<file path="config.mk">
export PLATFORM = sky130hd
export DESIGN_NAME = ransac_residual_sequencer
export DESIGN_NICKNAME = d
export VERILOG_FILES = /design/src/rtl/ransac_residual_sequencer.sv
export SDC_FILE = /design/constraint.sdc
export NUM_CORES = 1
export LEC_CHECK = 0
export CAP_MARGIN = 40
export CORE_AREA = 10 10 176 178
export DETAILED_ROUTE_END_ITERATION = 12
export DIE_AREA = 0 0 186 188
export GPL_ROUTABILITY_DRIVEN = 0
export PLACE_DENSITY = 0.79
export SYNTH_ARGS = -nofsm -noshare
export SYNTH_HDL_FRONTEND = slang
export SYNTH_SLANG_ARGS = --single-unit
</file>
<file path="constraint.sdc">
create_clock -name clock -period 3.1 [get_ports clock]
set_clock_uncertainty 0.05 [all_clocks]
set_input_delay 0.93 -clock clock [delete_from_list [all_inputs] [get_ports clock]]
set_output_delay 0.93 -clock clock [all_outputs]
set_load 0.005 [all_outputs]
</file>
<file path="src/rtl/ransac_residual_sequencer.sv">
// Computes r = a*x + b*y + c as two chained FMA ops on a shared FMA unit and flags |r| <= threshold.
// Latency: 1 accept cycle + two FMA round trips + 1 result cycle; min one idle cycle between samples.
// Backpressure: in_ready low from accept until the result transfers; operands/result held until ready.
package ransac_fixed;
    localparam int fixed_width   = 32;
    localparam int fraction_bits = 16;

    typedef logic signed [fixed_width-1:0] fixed_t;

    localparam fixed_t fixed_max = {1'b0, {(fixed_width-1){1'b1}}};
    localparam fixed_t fixed_min = {1'b1, {(fixed_width-1){1'b0}}};

    typedef enum logic [1:0] {
        FMA_OPCODE_POS_A_POS_C = 2'd0,
        FMA_OPCODE_NEG_A_POS_C = 2'd1,
        FMA_OPCODE_POS_A_NEG_C = 2'd2,
        FMA_OPCODE_NEG_A_NEG_C = 2'd3
    } fma_opcode_t;
endpackage

module ransac_residual_sequencer
    import ransac_fixed::*;
#(
    parameter int unsigned timeout_cycles = 256
) (
    input  logic        clock,
    input  logic        reset,
    input  logic        in_valid,
    output logic        in_ready,
    input  fixed_t      line_a,
    input  fixed_t      line_b,
    input  fixed_t      line_c,
    input  fixed_t      point_x,
    input  fixed_t      point_y,
    input  fixed_t      threshold,
    output logic        fma_input_valid,
    input  logic        fma_input_ready,
    output fixed_t      fma_a,
    output fixed_t      fma_b,
    output fixed_t      fma_c,
    output fma_opcode_t fma_opcode,
    input  logic        fma_output_valid,
    input  fixed_t      fma_r,
    output logic        out_valid,
    input  logic        out_ready,
    output fixed_t      residual,
    output logic        is_inlier,
    output logic        fma_timeout
);

    localparam int unsigned CNT_W = $clog2(timeout_cycles + 1);
    localparam logic [CNT_W-1:0] CNT_LAST = CNT_W'(timeout_cycles - 1);

    typedef struct packed {
        fixed_t a;
        fixed_t b;
        fixed_t c;
        fixed_t x;
        fixed_t y;
        fixed_t thr;
    } sample_t;

    typedef enum logic [2:0] {
        ST_IDLE   = 3'd0,
        ST_ISSUE1 = 3'd1,
        ST_WAIT1  = 3'd2,
        ST_ISSUE2 = 3'd3,
        ST_WAIT2  = 3'd4,
        ST_RESULT = 3'd5
    } state_t;

    state_t           state_q, state_d;
    logic [CNT_W-1:0] cnt_q, cnt_d;
    logic             seen_low_q, seen_low_d;
    sample_t          sample_q, sample_d;
    fixed_t           t_q, t_d;
    fixed_t           residual_q, residual_d;
    logic             is_inlier_q, is_inlier_d;
    logic             fma_timeout_q, fma_timeout_d;

    logic   cnt_expired;
    logic   result_hit;
    logic   timeout_hit;
    logic   in_fma_step;
    fixed_t r_abs;
    logic   r_inlier;

    assign cnt_expired = (cnt_q == CNT_LAST);
    // A result only counts once the FMA has dropped the level left over from its previous op.
    assign result_hit  = seen_low_q && fma_output_valid;
    assign in_fma_step = (state_q == ST_ISSUE1) || (state_q == ST_WAIT1) ||
                         (state_q == ST_ISSUE2) || (state_q == ST_WAIT2);

    always_ff @(posedge clock or negedge reset) begin
        if (!reset) begin
            state_q <= ST_IDLE;
        end else begin
            state_q <= state_d;
        end
    end

    always_comb begin
        state_d     = state_q;
        timeout_hit = 1'b0;
        case (state_q)
            ST_IDLE: begin
                if (in_valid) state_d = ST_ISSUE1;
            end
            ST_ISSUE1: begin
                if (fma_input_ready) begin
                    state_d = ST_WAIT1;
                end else if (cnt_expired) begin
                    state_d     = ST_RESULT;
                    timeout_hit = 1'b1;
                end
            end
            ST_WAIT1: begin
                if (result_hit) begin
                    state_d = ST_ISSUE2;
                end else if (cnt_expired) begin
                    state_d     = ST_RESULT;
                    timeout_hit = 1'b1;
                end
            end
            ST_ISSUE2: begin
                if (fma_input_ready) begin
                    state_d = ST_WAIT2;
                end else if (cnt_expired) begin
                    state_d     = ST_RESULT;
                    timeout_hit = 1'b1;
                end
            end
            ST_WAIT2: begin
                if (result_hit) begin
                    state_d = ST_RESULT;
                end else if (cnt_expired) begin
                    state_d     = ST_RESULT;
                    timeout_hit = 1'b1;
                end
            end
            ST_RESULT: begin
                if (out_ready) state_d = ST_IDLE;
            end
            default: state_d = ST_IDLE;
        endcase
    end

    always_comb begin
        in_ready        = (state_q == ST_IDLE);
        fma_input_valid = (state_q == ST_ISSUE1) || (state_q == ST_ISSUE2);
        out_valid       = (state_q == ST_RESULT);
        fma_a           = sample_q.b;
        fma_b           = sample_q.y;
        fma_c           = sample_q.c;
        if (state_q == ST_ISSUE2) begin
            fma_a = sample_q.a;
            fma_b = sample_q.x;
            fma_c = t_q;
        end
    end

    assign fma_opcode  = FMA_OPCODE_POS_A_POS_C;
    assign residual    = residual_q;
    assign is_inlier   = is_inlier_q;
    assign fma_timeout = fma_timeout_q;

    // Negating the most-negative value would wrap, so it saturates to the largest positive.
    always_comb begin
        r_abs = fma_r;
        if (fma_r == fixed_min) begin
            r_abs = fixed_max;
        end else if (fma_r < 0) begin
            r_abs = -fma_r;
        end
        r_inlier = (r_abs <= $signed(sample_q.thr));
    end

    always_comb begin
        sample_d      = sample_q;
        t_d           = t_q;
        residual_d    = residual_q;
        is_inlier_d   = is_inlier_q;
        fma_timeout_d = fma_timeout_q | timeout_hit;
        seen_low_d    = seen_low_q;
        cnt_d         = cnt_q;

        if (state_q == ST_IDLE && in_valid) begin
            sample_d = '{a: line_a, b: line_b, c: line_c,
                         x: point_x, y: point_y, thr: threshold};
        end
        if (state_q == ST_WAIT1 && result_hit) begin
            t_d = fma_r;
        end
        if (state_q == ST_WAIT2 && result_hit) begin
            residual_d  = fma_r;
            is_inlier_d = r_inlier;
        end
        if (timeout_hit) begin
            residual_d  = '0;
            is_inlier_d = 1'b0;
        end

        if (state_d != state_q) begin
            seen_low_d = 1'b0;
            cnt_d      = '0;
        end else begin
            if ((state_q == ST_WAIT1 || state_q == ST_WAIT2) && !fma_output_valid) begin
                seen_low_d = 1'b1;
            end
            cnt_d = in_fma_step ? cnt_q + CNT_W'(1) : '0;
        end
    end

    always_ff @(posedge clock or negedge reset) begin
        if (!reset) begin
            cnt_q         <= '0;
            seen_low_q    <= 1'b0;
            sample_q      <= '0;
            t_q           <= '0;
            residual_q    <= '0;
            is_inlier_q   <= 1'b0;
            fma_timeout_q <= 1'b0;
        end else begin
            cnt_q         <= cnt_d;
            seen_low_q    <= seen_low_d;
            sample_q      <= sample_d;
            t_q           <= t_d;
            residual_q    <= residual_d;
            is_inlier_q   <= is_inlier_d;
            fma_timeout_q <= fma_timeout_d;
        end
    end

endmodule
</file>
==> flow_metrics.env, run 1 <==
export IMPL_p_comb_frac=0.458
export IMPL_power_leakage_uw=0.00858
export IMPL_mostFrequentLayoutCells="277 x mux2_2, 270 x dfrtp_1, 254 x clkdlybuf4s50_1, 92 x buf_4, 72 x nand2_1"
export IMPL_vias=10100
export IMPL_firstDrtPassIters=5
export IMPL_p_sw_frac=0.318
export IMPL_post_route_cell_area_um2=18900
export IMPL_period_needed_ns=3.96
export IMPL_die_x_um=186
export IMPL_ys_seq_elements=271
export IMPL_post_route_worst_setup_slack_ns=-0.861
export IMPL_ys_warn_count=0
export IMPL_avgSynthCellArea_um2=12.5
export IMPL_vias_per_cell=5.44
export IMPL_status="finished, violations left"
export IMPL_clk_path_buf_depth=3
export IMPL_multi_input_area_um2=5920
export IMPL_nets=1764
export IMPL_rsz0062_at_grt="yes"
export IMPL_antenna_found_initial=4
export IMPL_switchingPower_uw=5520
export IMPL_start_kind="primary input"
export IMPL_cp_arrival_ns=4.34
export IMPL_fin_crit_sh=1.28
export IMPL_regArea_um2=6780
export IMPL_criticalPathCategory="primary input to register"
export IMPL_pre_cts_ws_ns=-1.89
export IMPL_drv_cap=0
export IMPL_postSynthCellCount=1034
export IMPL_grt_ovfl_total=0
export IMPL_path_clk_slew_ns=0.06
export IMPL_ys_seq_area_frac=0.524
export IMPL_p_per_area_nw_per_um2=917
export IMPL_route_detailed_drc=0
export IMPL_setup_violations=26
export IMPL_top_level_ports=365
export IMPL_io_buffer_count=362
export IMPL_r2r_cells=12
export IMPL_reg2reg_from="cnt_q[0]"
export IMPL_slew_headroom=0.647
export IMPL_ant_nets=0
export IMPL_rows=61
export IMPL_routedWlPerCell_um=22.2
export IMPL_slew_violations=0
export IMPL_vdd_ir_drop_max_mv=0.594
export IMPL_worst_r2r_endpoint="cnt_q[2]"
export IMPL_worstPathMaxFanout=7
export IMPL_failed_checks="setup timing"
export IMPL_seqPwrFrac=0.347
export IMPL_routed_wl_mm=41.4
export IMPL_syn_to_final_growth_pct=46.2
export IMPL_htreeDepth=1
export IMPL_worstPathRequired_ns=3.48
export IMPL_regToRegSetupSlack_ns=0.36
export IMPL_dpl_cell_area_um2=17600
export IMPL_drive_gt1_frac=0.385
export IMPL_cts_tree="done"
export IMPL_synth_area_um2=12900
export IMPL_worstSkewPairLatency_ns=0.56
export IMPL_die_h_um=188
export IMPL_cts_hold_buf=0
export IMPL_hold_path_class="primary input to async pin"
export IMPL_clkSinkCount=271
export IMPL_grt_pass1_vias=11000
export IMPL_critPathCaptureType="register"
export IMPL_core_um2=27500
export IMPL_ys_types=56
export IMPL_n_fill_cell=2033
export IMPL_layout_commonest_cell="mux2_2"
export IMPL_synth_edf_count=0
export IMPL_dp_hpwl_mm=30.2
export IMPL_async_flop_share=1.00
export IMPL_power_frac_clock=0.195
export IMPL_final_hold_viol_count=0
export IMPL_cts_buffers=30
export IMPL_synth_flop_cell="dfrtp_1"
export IMPL_root_buffer="clkbuf_16"
export IMPL_initial_core_util=0.471
export IMPL_max_freq_ghz=0.252
export IMPL_grt_pass1_wl_mm=63.1
export IMPL_die_area_um2=35000
export IMPL_drt_iter0_markers=570
export IMPL_grt_usage=0.230
export IMPL_p_int_uw=11800
export IMPL_grt_max_degree=67
export IMPL_worst_slew_pin_slew_ns=0.529
-- power groups by stage --
stage / clock network (uW) / registers (uW) / logic (uW)
finish: 3380 / 6030 / 7950
global route: 3590 / 6200 / 8590
CTS: 3440 / 6000 / 7920
detailed placement: 0 / 6010 / 7770
global placement: 0 / 5910 / 7580
floorplan: 0 / 5730 / 4020
-- per-layer routing --
metal	track usage	wire length [um]	up-vias
met2	0.390	20500	368
met3	0.0586	2920	107
met5	0	0	-
met4	0.100	1890	0
li1	-	-	4612
met1	0.269	16000	5061
-- final cells by class --
| class | count | area share |
|---|---|---|
| antenna | 4 | 0.000529 |
| clock buffer | 42 | 0.0447 |
| clock inverter | 7 | 0.00390 |
| inverter | 39 | 0.00786 |
| multi-input combinational | 665 | 0.313 |
| sequential | 271 | 0.358 |
| tap | 346 | 0.0229 |
| timing repair buffer | 492 | 0.249 |
-- critical path: stages --
cell and delay [ns]:
clkdlybuf4s50_1 0.45, nor4_2 0.28, buf_4 0.16, nand2_1 0.06, or3_4 0.44, nor3_4 0.38
nor2_1 0.10, mux2i_1 0.16, ha_1 0.26, nand4_1 0.12, buf_4 0.14, nor2_2 0.03
a221o_1 0.35, a211oi_2 0.26, o21a_1 0.15, nand3_1 0.06
-- timing repair --
item                       CTS  global route
setup endpoints to repair   97            91
setup buffers               34            13
cloned                       6             1
pin swaps                   18             2
resized for setup          389            68
-- sequential cells by signal, summed over array words and instances (netlist names) --
signal / cells
is_inlier: 1
sample_q: 192
residual: 32
t_q: 32
cnt_q: 9
state_q: 3
fma_timeout: 1
seen_low_q: 1
-- worst max path at each step --
stage / start / endpoint / slack [ns]
4_1_cts: fma_r[10] / is_inlier / -0.81
6_report: fma_r[3] / is_inlier / -0.86
2_1_floorplan: fma_r[11] / is_inlier / -1.08
3_5_place_dp: fma_r[11] / is_inlier / -1.89
3_3_place_gp: fma_r[11] / is_inlier / -1.79
5_1_grt: fma_r[3] / is_inlier / -0.99
-- per-stage QoR --
stage	setup TNS (ns)	util	power, uW	hold slack, ns	instances
2_1_floorplan	-1.08	-	9750	0.396	1035
3_3_place_gp	-1.79	0.638	13500	0.396	1766
3_5_place_dp	-1.89	0.639	13800	0.397	1767
4_1_cts	-2.18	0.688	17400	0.257	1856
5_1_grt	-3.12	0.689	18400	0.281	1866
6_report	-1.47	0.689	17400	0.254	1866
-- synthesized netlist by cell type (3+ instances only) --
library cell	n	area share
xor2_1	22	0.015
nor4_1	4	0.0019
a22o_1	31	0.021
nor2b_1	6	0.0029
inv_1	39	0.011
a21oi_1	19	0.0073
o31ai_1	10	0.0058
nand3_1	10	0.0039
and2_1	3	0.0014
or3_1	5	0.0024
ha_1	35	0.034
and3_1	3	0.0014
buf_2	5	0.0019
a21o_1	6	0.0035
nand4_1	7	0.0034
o211ai_1	3	0.0017
nor2_1	29	0.0084
buf_6	5	0.0043
dfrtp_1	271	0.52
clkbuf_1	37	0.011
nor3_1	7	0.0027
buf_1	11	0.0032
mux2_2	287	0.25
buf_4	3	0.0017
a21boi_0	4	0.0023
o21ai_0	47	0.018
nand2_1	75	0.022
xnor2_1	5	0.0034
mux2i_1	4	0.0031
o22ai_1	4	0.0019
-- cell families (layout without fill, tap and decap cells) --
logic type / count (synthesis) / count (layout) / synth area share
AO/OA/AOI/OAI: 141 / 141 / 0.0751
XOR/XNOR: 27 / 27 / 0.0183
adder cells (fa/ha/maj): 35 / 35 / 0.0338
buffers and inverters: 100 / 580 / 0.0332
flip-flops: 271 / 271 / 0.524
multiplexers: 291 / 291 / 0.253
other: 1 / 6 / 0.000290
AND/OR/NAND/NOR: 168 / 169 / 0.0627
No activity file was read; power rests on OpenSTA's default activity.
==> run 2, diff against run 1 <==
--- a/config.mk
+++ b/config.mk
@@ -10,6 +10,7 @@
 export DETAILED_ROUTE_END_ITERATION = 12
 export DIE_AREA = 0 0 186 188
 export GPL_ROUTABILITY_DRIVEN = 0
+export GPL_TIMING_DRIVEN = 0
 export PLACE_DENSITY = 0.79
 export SYNTH_ARGS = -nofsm -noshare
 export SYNTH_HDL_FRONTEND = slang
==> run 2 against run 1 <==
Compared with the run above:
- the run still ends with setup timing left
- fmax grew 1.1%
- final cell count down 0.75%
- critical path depth fell by 1
- clock-buffer cell count grew 2
- non-clock buffer count decreased by 23
- critical path type unchanged
- critical endpoint unchanged
- highest routed layer is now met5
==> flow_metrics.env, run 2 (synthesized netlist as in run 1, its figures left out) <==
export IMPL_p_per_area_nw_per_um2=975
export IMPL_hold_path_class="primary input to async pin"
export IMPL_final_hold_viol_count=0
export IMPL_n_fill_cell=1879
export IMPL_start_kind="primary input"
export IMPL_worstSkewPairLatency_ns=0.55
export IMPL_routedWlPerCell_um=23.2
export IMPL_antenna_found_initial=6
export IMPL_cts_tree="done"
export IMPL_criticalPathCategory="primary input to register"
export IMPL_core_um2=27500
export IMPL_clkSinkCount=271
export IMPL_io_buffer_count=360
export IMPL_layout_commonest_cell="dfrtp_1"
export IMPL_ant_nets=0
export IMPL_grt_pass1_wl_mm=64.0
export IMPL_grt_ovfl_total=0
export IMPL_syn_to_final_growth_pct=49.3
export IMPL_setup_violations=24
export IMPL_reg2reg_from="cnt_q[0]"
export IMPL_cts_buffers=30
export IMPL_firstDrtPassIters=5
export IMPL_die_h_um=188
export IMPL_regArea_um2=6780
export IMPL_drv_cap=0
export IMPL_period_needed_ns=3.92
export IMPL_htreeDepth=1
export IMPL_grt_pass1_vias=10800
export IMPL_largest_register_ffs=192
export IMPL_use_met3=0.0592
export IMPL_multi_input_area_um2=6180
export IMPL_grtUsageMet2=0.410
export IMPL_status="finished, violations left"
export IMPL_slew_violations=0
export IMPL_dpl_cell_area_um2=17100
export IMPL_max_freq_ghz=0.255
export IMPL_rsz0062_at_grt="yes"
export IMPL_postLayoutCoreUtil=0.704
export IMPL_drive_gt1_frac=0.372
export IMPL_die_area_um2=35000
export IMPL_vdd_ir_drop_max_mv=0.607
export IMPL_drt_iter0_markers=624
export IMPL_nets=1740
export IMPL_critPathCaptureType="register"
export IMPL_cts_hold_buf=0
export IMPL_dp_hpwl_mm=31.1
export IMPL_path_clk_slew_ns=0.06
export IMPL_use_met1=0.279
export IMPL_post_route_cell_area_um2=19300
export IMPL_initial_core_util=0.471
export IMPL_cp_arrival_ns=4.30
export IMPL_post_route_worst_setup_slack_ns=-0.818
export IMPL_clk_path_buf_depth=3
export IMPL_rows=61
export IMPL_power_leakage_uw=0.00893
export IMPL_r2r_cells=11
export IMPL_vias=9990
export IMPL_routed_wl_mm=42.9
export IMPL_worstPathMaxFanout=10
export IMPL_root_buffer="clkbuf_16"
export IMPL_worst_slew_pin_slew_ns=0.787
export IMPL_die_x_um=186
export IMPL_route_detailed_drc=0
export IMPL_vias_per_cell=5.39
export IMPL_grt_max_degree=115
export IMPL_grt_usage=0.236
export IMPL_mostFrequentLayoutCells="270 x dfrtp_1, 241 x clkdlybuf4s50_1, 211 x mux2_2, 93 x buf_6, 76 x mux2_4"
export IMPL_worst_r2r_endpoint="residual[26]"
export IMPL_final_setup_tns_ns=-2.56
export IMPL_failed_checks="setup timing"
export IMPL_regToRegSetupSlack_ns=0.19
export IMPL_top_level_ports=365
export IMPL_top_usage_layer="met2"
export IMPL_worstPathRequired_ns=3.48
export IMPL_slew_headroom=0.475
export IMPL_fin_crit_sh=1.26
export IMPL_largest_register="sample_q"
==> run 2: changes by cell type in the layout (fill, tap and decap cells not counted), sizes merged <==
cell           delta
buf              -35
clkbuf           +29
clkdlybuf4s50    -13
bufinv            +3
diode             +3
clkdlybuf4s15     -2
clkinv            +2
dlygate4sd2       -2
dlymetal6s2s      +2
nand2             -1
==> run 2: how the worst max path moves through the flow <==
stage / start / endpoint / slack [ns] / cells after the start
after floorplan: fma_r[11] / is_inlier / -1.08 / 14
after global placement: reset / seen_low_q / -10.66 / 1
after detailed placement: fma_r[10] / is_inlier / -2.04 / 15
after CTS: fma_r[10] / is_inlier / -0.84 / 16
after global routing: fma_r[16] / is_inlier / -0.94 / 14
final: fma_r[10] / is_inlier / -0.82 / 15
==> run 2: repair_timing <==
action / 4_1_cts / 5_1_grt
endpoints found under the hold margin: 0 / 0
setup endpoints to repair: 131 / 141
setup buffers: 36 / 9
cloned: 6 / 0
gates resized for setup: 584 / 120
pin swaps: 17 / 11
==> run 2: layer usage <==
| metal | up-vias | wire (um) | share of wire |
|---|---|---|---|
| met5 | - | 7 | 0.00016 |
| met4 | 2 | 1020 | 0.024 |
| met3 | 67 | 3150 | 0.073 |
| met2 | 318 | 22100 | 0.51 |
| met1 | 5038 | 16700 | 0.39 |
| li1 | 4565 | - | - |
==> run 2: cell type report <==
class	count	area share
antenna	7	0.000906
clock buffer	44	0.0462
tap	346	0.0224
sequential	271	0.351
buffer	57	0.0230
inverter	39	0.00770
timing repair buffer	412	0.220
multi-input combinational	664	0.320
clock inverter	12	0.00919
==> run 2: report_power, final <==
part | switching (uW) | leakage (uW) | internal (uW) | total (uW)
Clock | 1470 | 0.000528 | 2320 | 3790
Sequential | 915 | 0.00333 | 5160 | 6070
Combinational | 3530 | 0.00507 | 5450 | 8980
==> run 2: worst max-delay path: stages <==
cell	delay, ns
buf_8	0.10
or3_4	0.37
or4_4	0.50
or3_1	0.33
buf_6	0.15
o31a_1	0.27
nor3_2	0.15
a21oi_1	0.07
ha_1	0.31
nand4_1	0.17
nor4_4	0.35
and4_4	0.31
o311ai_4	0.11
nand4b_1	0.11
nand3_1	0.07
==> run 2: per-stage QoR <==
| stage | hold WS, ns | cells | setup WS (ns) | total power, uW |
|---|---|---|---|---|
| floorplan | 0.396 | 1035 | -1.08 | 9750 |
| global placement | 0.396 | 1741 | -10.66 | 13400 |
| detailed placement | 0.397 | 1746 | -2.04 | 13700 |
| CTS | 0.251 | 1842 | -0.836 | 18400 |
| global route | 0.257 | 1850 | -0.940 | 19800 |
| finish | 0.249 | 1852 | -0.818 | 18800 |
==> run 3, diff against run 2 <==
--- a/config.mk
+++ b/config.mk
@@ -5,6 +5,7 @@
 export SDC_FILE = /design/constraint.sdc
 export NUM_CORES = 1
 export LEC_CHECK = 0
+export ABC_CLOCK_PERIOD_IN_PS = 3100
 export CAP_MARGIN = 40
 export CORE_AREA = 10 10 176 178
 export DETAILED_ROUTE_END_ITERATION = 12
@@ -12,6 +13,7 @@
 export GPL_ROUTABILITY_DRIVEN = 0
 export GPL_TIMING_DRIVEN = 0
 export PLACE_DENSITY = 0.79
+export SKIP_LAST_GASP = 1
 export SYNTH_ARGS = -nofsm -noshare
 export SYNTH_HDL_FRONTEND = slang
 export SYNTH_SLANG_ARGS = --single-unit
==> run 3 against run 2 <==
Compared with the run above:
- the run still ends with setup timing left
- clock power hardly changed
- total power barely moved
- critical path depth up 1
- design area grew 0.42%
- hold slack lost 0.0014 ns
- worst setup slack got worse by 0.016 ns
- critical endpoint unchanged
- largest cell class unchanged
==> flow_metrics.env, run 3 (synthesized netlist as in run 1, its figures left out) <==
export IMPL_worstSkewPairLatency_ns=0.55
export IMPL_cts_hold_buf=0
export IMPL_firstDrtPassIters=7
export IMPL_status="finished, violations left"
export IMPL_root_buffer="clkbuf_16"
export IMPL_clkSinkCount=271
export IMPL_grt_pass1_vias=10700
export IMPL_fin_crit_sh=1.27
export IMPL_antenna_found_initial=4
export IMPL_critPathCaptureType="register"
export IMPL_worstPathMaxFanout=8
export IMPL_top_usage_layer="met2"
export IMPL_nets=1757
export IMPL_period_needed_ns=3.93
export IMPL_initial_core_util=0.471
export IMPL_worst_slew_pin_slew_ns=0.782
export IMPL_ant_nets=0
export IMPL_cts_tree="done"
export IMPL_power_total_uw=18800
export IMPL_post_route_cell_area_um2=19400
export IMPL_power_leakage_uw=0.00896
export IMPL_layout_commonest_cell="dfrtp_1"
export IMPL_io_buffer_count=360
export IMPL_path_clk_slew_ns=0.06
export IMPL_die_x_um=186
export IMPL_post_route_worst_setup_slack_ns=-0.834
export IMPL_hold_path_class="primary input to async pin"
export IMPL_dpl_cell_area_um2=17100
export IMPL_routed_wl_mm=42.9
export IMPL_htreeDepth=1
export IMPL_grt_pass1_wl_mm=63.6
export IMPL_p_int_uw=12900
export IMPL_switchingPower_uw=5890
export IMPL_grt_ovfl_total=0
export IMPL_die_area_um2=35000
export IMPL_rows=61
export IMPL_core_um2=27500
export IMPL_drv_cap=0
export IMPL_grtUsageMet2=0.412
export IMPL_p_comb_frac=0.477
export IMPL_cp_slowest_cell="or4_4"
export IMPL_top_level_ports=365
export IMPL_route_detailed_drc=0
export IMPL_drt_iter0_markers=623
export IMPL_slowest_delay_ns=0.50
export IMPL_largest_register_ffs=192
export IMPL_seqPwrFrac=0.321
export IMPL_grt_max_degree=115
export IMPL_cp_arrival_ns=4.32
export IMPL_dp_hpwl_mm=31.1
export IMPL_worstPathRequired_ns=3.49
export IMPL_max_freq_ghz=0.254
export IMPL_rsz0062_at_grt="yes"
export IMPL_syn_to_final_growth_pct=50.0
export IMPL_vias_per_cell=5.38
export IMPL_mostFrequentLayoutCells="270 x dfrtp_1, 242 x clkdlybuf4s50_1, 218 x mux2_2, 91 x buf_6, 70 x nand2_1"
export IMPL_failed_checks="setup timing"
export IMPL_worstPathCellList="buf_2 > or3_4 > or4_4 > or3_4 > buf_8 > buf_4 > o41ai_4 > xor2_1 > nand2_1 > ha_1 > nand2_1 > nor4_4 > and4_4 > o311ai_2 > nand4b_1 > nand3_1"
export IMPL_use_met1=0.276
export IMPL_p_sw_frac=0.313
export IMPL_start_kind="primary input"
export IMPL_largest_register="sample_q"
export IMPL_crit_family="simple AND/OR/NAND/NOR gates"
export IMPL_vias=10000
export IMPL_cts_buffers=30
export IMPL_use_met3=0.0599
export IMPL_setup_violations=55
export IMPL_critPathBufInv=3
export IMPL_slew_violations=0
export IMPL_n_fill_cell=1885
export IMPL_drive_gt1_frac=0.377
export IMPL_die_h_um=188
export IMPL_criticalPathCategory="primary input to register"
export IMPL_postLayoutCoreUtil=0.707
export IMPL_grt_usage=0.234
export IMPL_routedWlPerCell_um=23.0
export IMPL_p_per_area_nw_per_um2=970
export IMPL_clk_path_buf_depth=3
export IMPL_slew_headroom=0.479
export IMPL_vdd_ir_drop_max_mv=0.602
export IMPL_power_frac_clock=0.201
export IMPL_final_hold_viol_count=0
-- run 3: changes by cell type in the layout (fill, tap and decap cells not counted), moves of 2 or more --
cell	before	now
buf_4	23	36
mux2_2	211	218
mux2_4	76	69
clkbuf_2	19	22
clkdlybuf4s15_1	0	3
diode_2	7	4
buf_12	8	10
buf_6	93	91
buf_8	13	11
-- run 3: final timing paths --
| path | to | startpoint | cells after the start | slack, ns |
|---|---|---|---|---|
| worst max-delay path | is_inlier | fma_r[9] | 16 | -0.83 |
| worst min-delay path | sample_q[176] | reset | 1 | 0.25 |
| worst max register to register | residual[26] | cnt_q[0] | 11 | 0.17 |
| worst min register to register | fma_timeout | fma_timeout | 1 | 0.41 |
| max in group asynchronous | state_q[1] | reset | 2 | 1.80 |
| min in group clock | fma_timeout | fma_timeout | 1 | 0.41 |
-- run 3: worst register-to-register path, stage by stage (launching register included) --
cell and delay, ns:
dfrtp_1 0.40, ha_1 0.23, nand3_1 0.12, nor2_1 0.08, and3_1 0.18, ha_1 0.28, a21o_1 0.22, a22oi_1 0.20
nor2_1 0.08, a31oi_2 0.44, clkbuf_2 0.39, a22o_1 0.20
-- run 3: area by class of cell --
cell class              instances  area, um2  area share
repair buffers                429       4380       0.226
inverters                      39        149     0.00767
clock inverters                12        178     0.00915
plain buffers                  57        445      0.0229
multi-input cells             664       6140       0.316
flip-flops and latches        271       6780       0.349
diodes                          4       10.0    0.000516
clock buffers                  44        893      0.0460
well taps                     346        433      0.0223
-- run 3: metrics by stage --
step	worst slack (ns)	setup TNS, ns	hold slack [ns]	std cells
after global routing	-0.951	-9.86	0.258	1865
final	-0.834	-5.96	0.248	1866
after floorplan	-1.08	-1.08	0.396	1035
after global placement	-10.66	-3003.54	0.396	1741
after detailed placement	-2.04	-122.60	0.397	1746
after CTS	-0.836	-9.46	0.251	1842
-- run 3: layer usage --
layer,up-vias,wire length [um]
li1,4596,-
met1,5050,16800
met2,325,22000
met3,72,2970
met4,2,1090
met5,-,7
-- run 3: timing repair --
action                     in CTS  in global routing
buffers inserted               36                 26
gates cloned                    6                  0
pin swaps                      17                 11
setup endpoints to repair     131                144
resized for setup             437                246
-- run 3: power by group through the flow --
stage	clock network, uW	logic, uW	registers (uW)
4_1_cts	3850	8240	5990
3_3_place_gp	0	7450	5940
2_1_floorplan	0	4020	5730
3_5_place_dp	0	7660	5990
6_report	3800	8990	6060
5_1_grt	3990	9610	6220
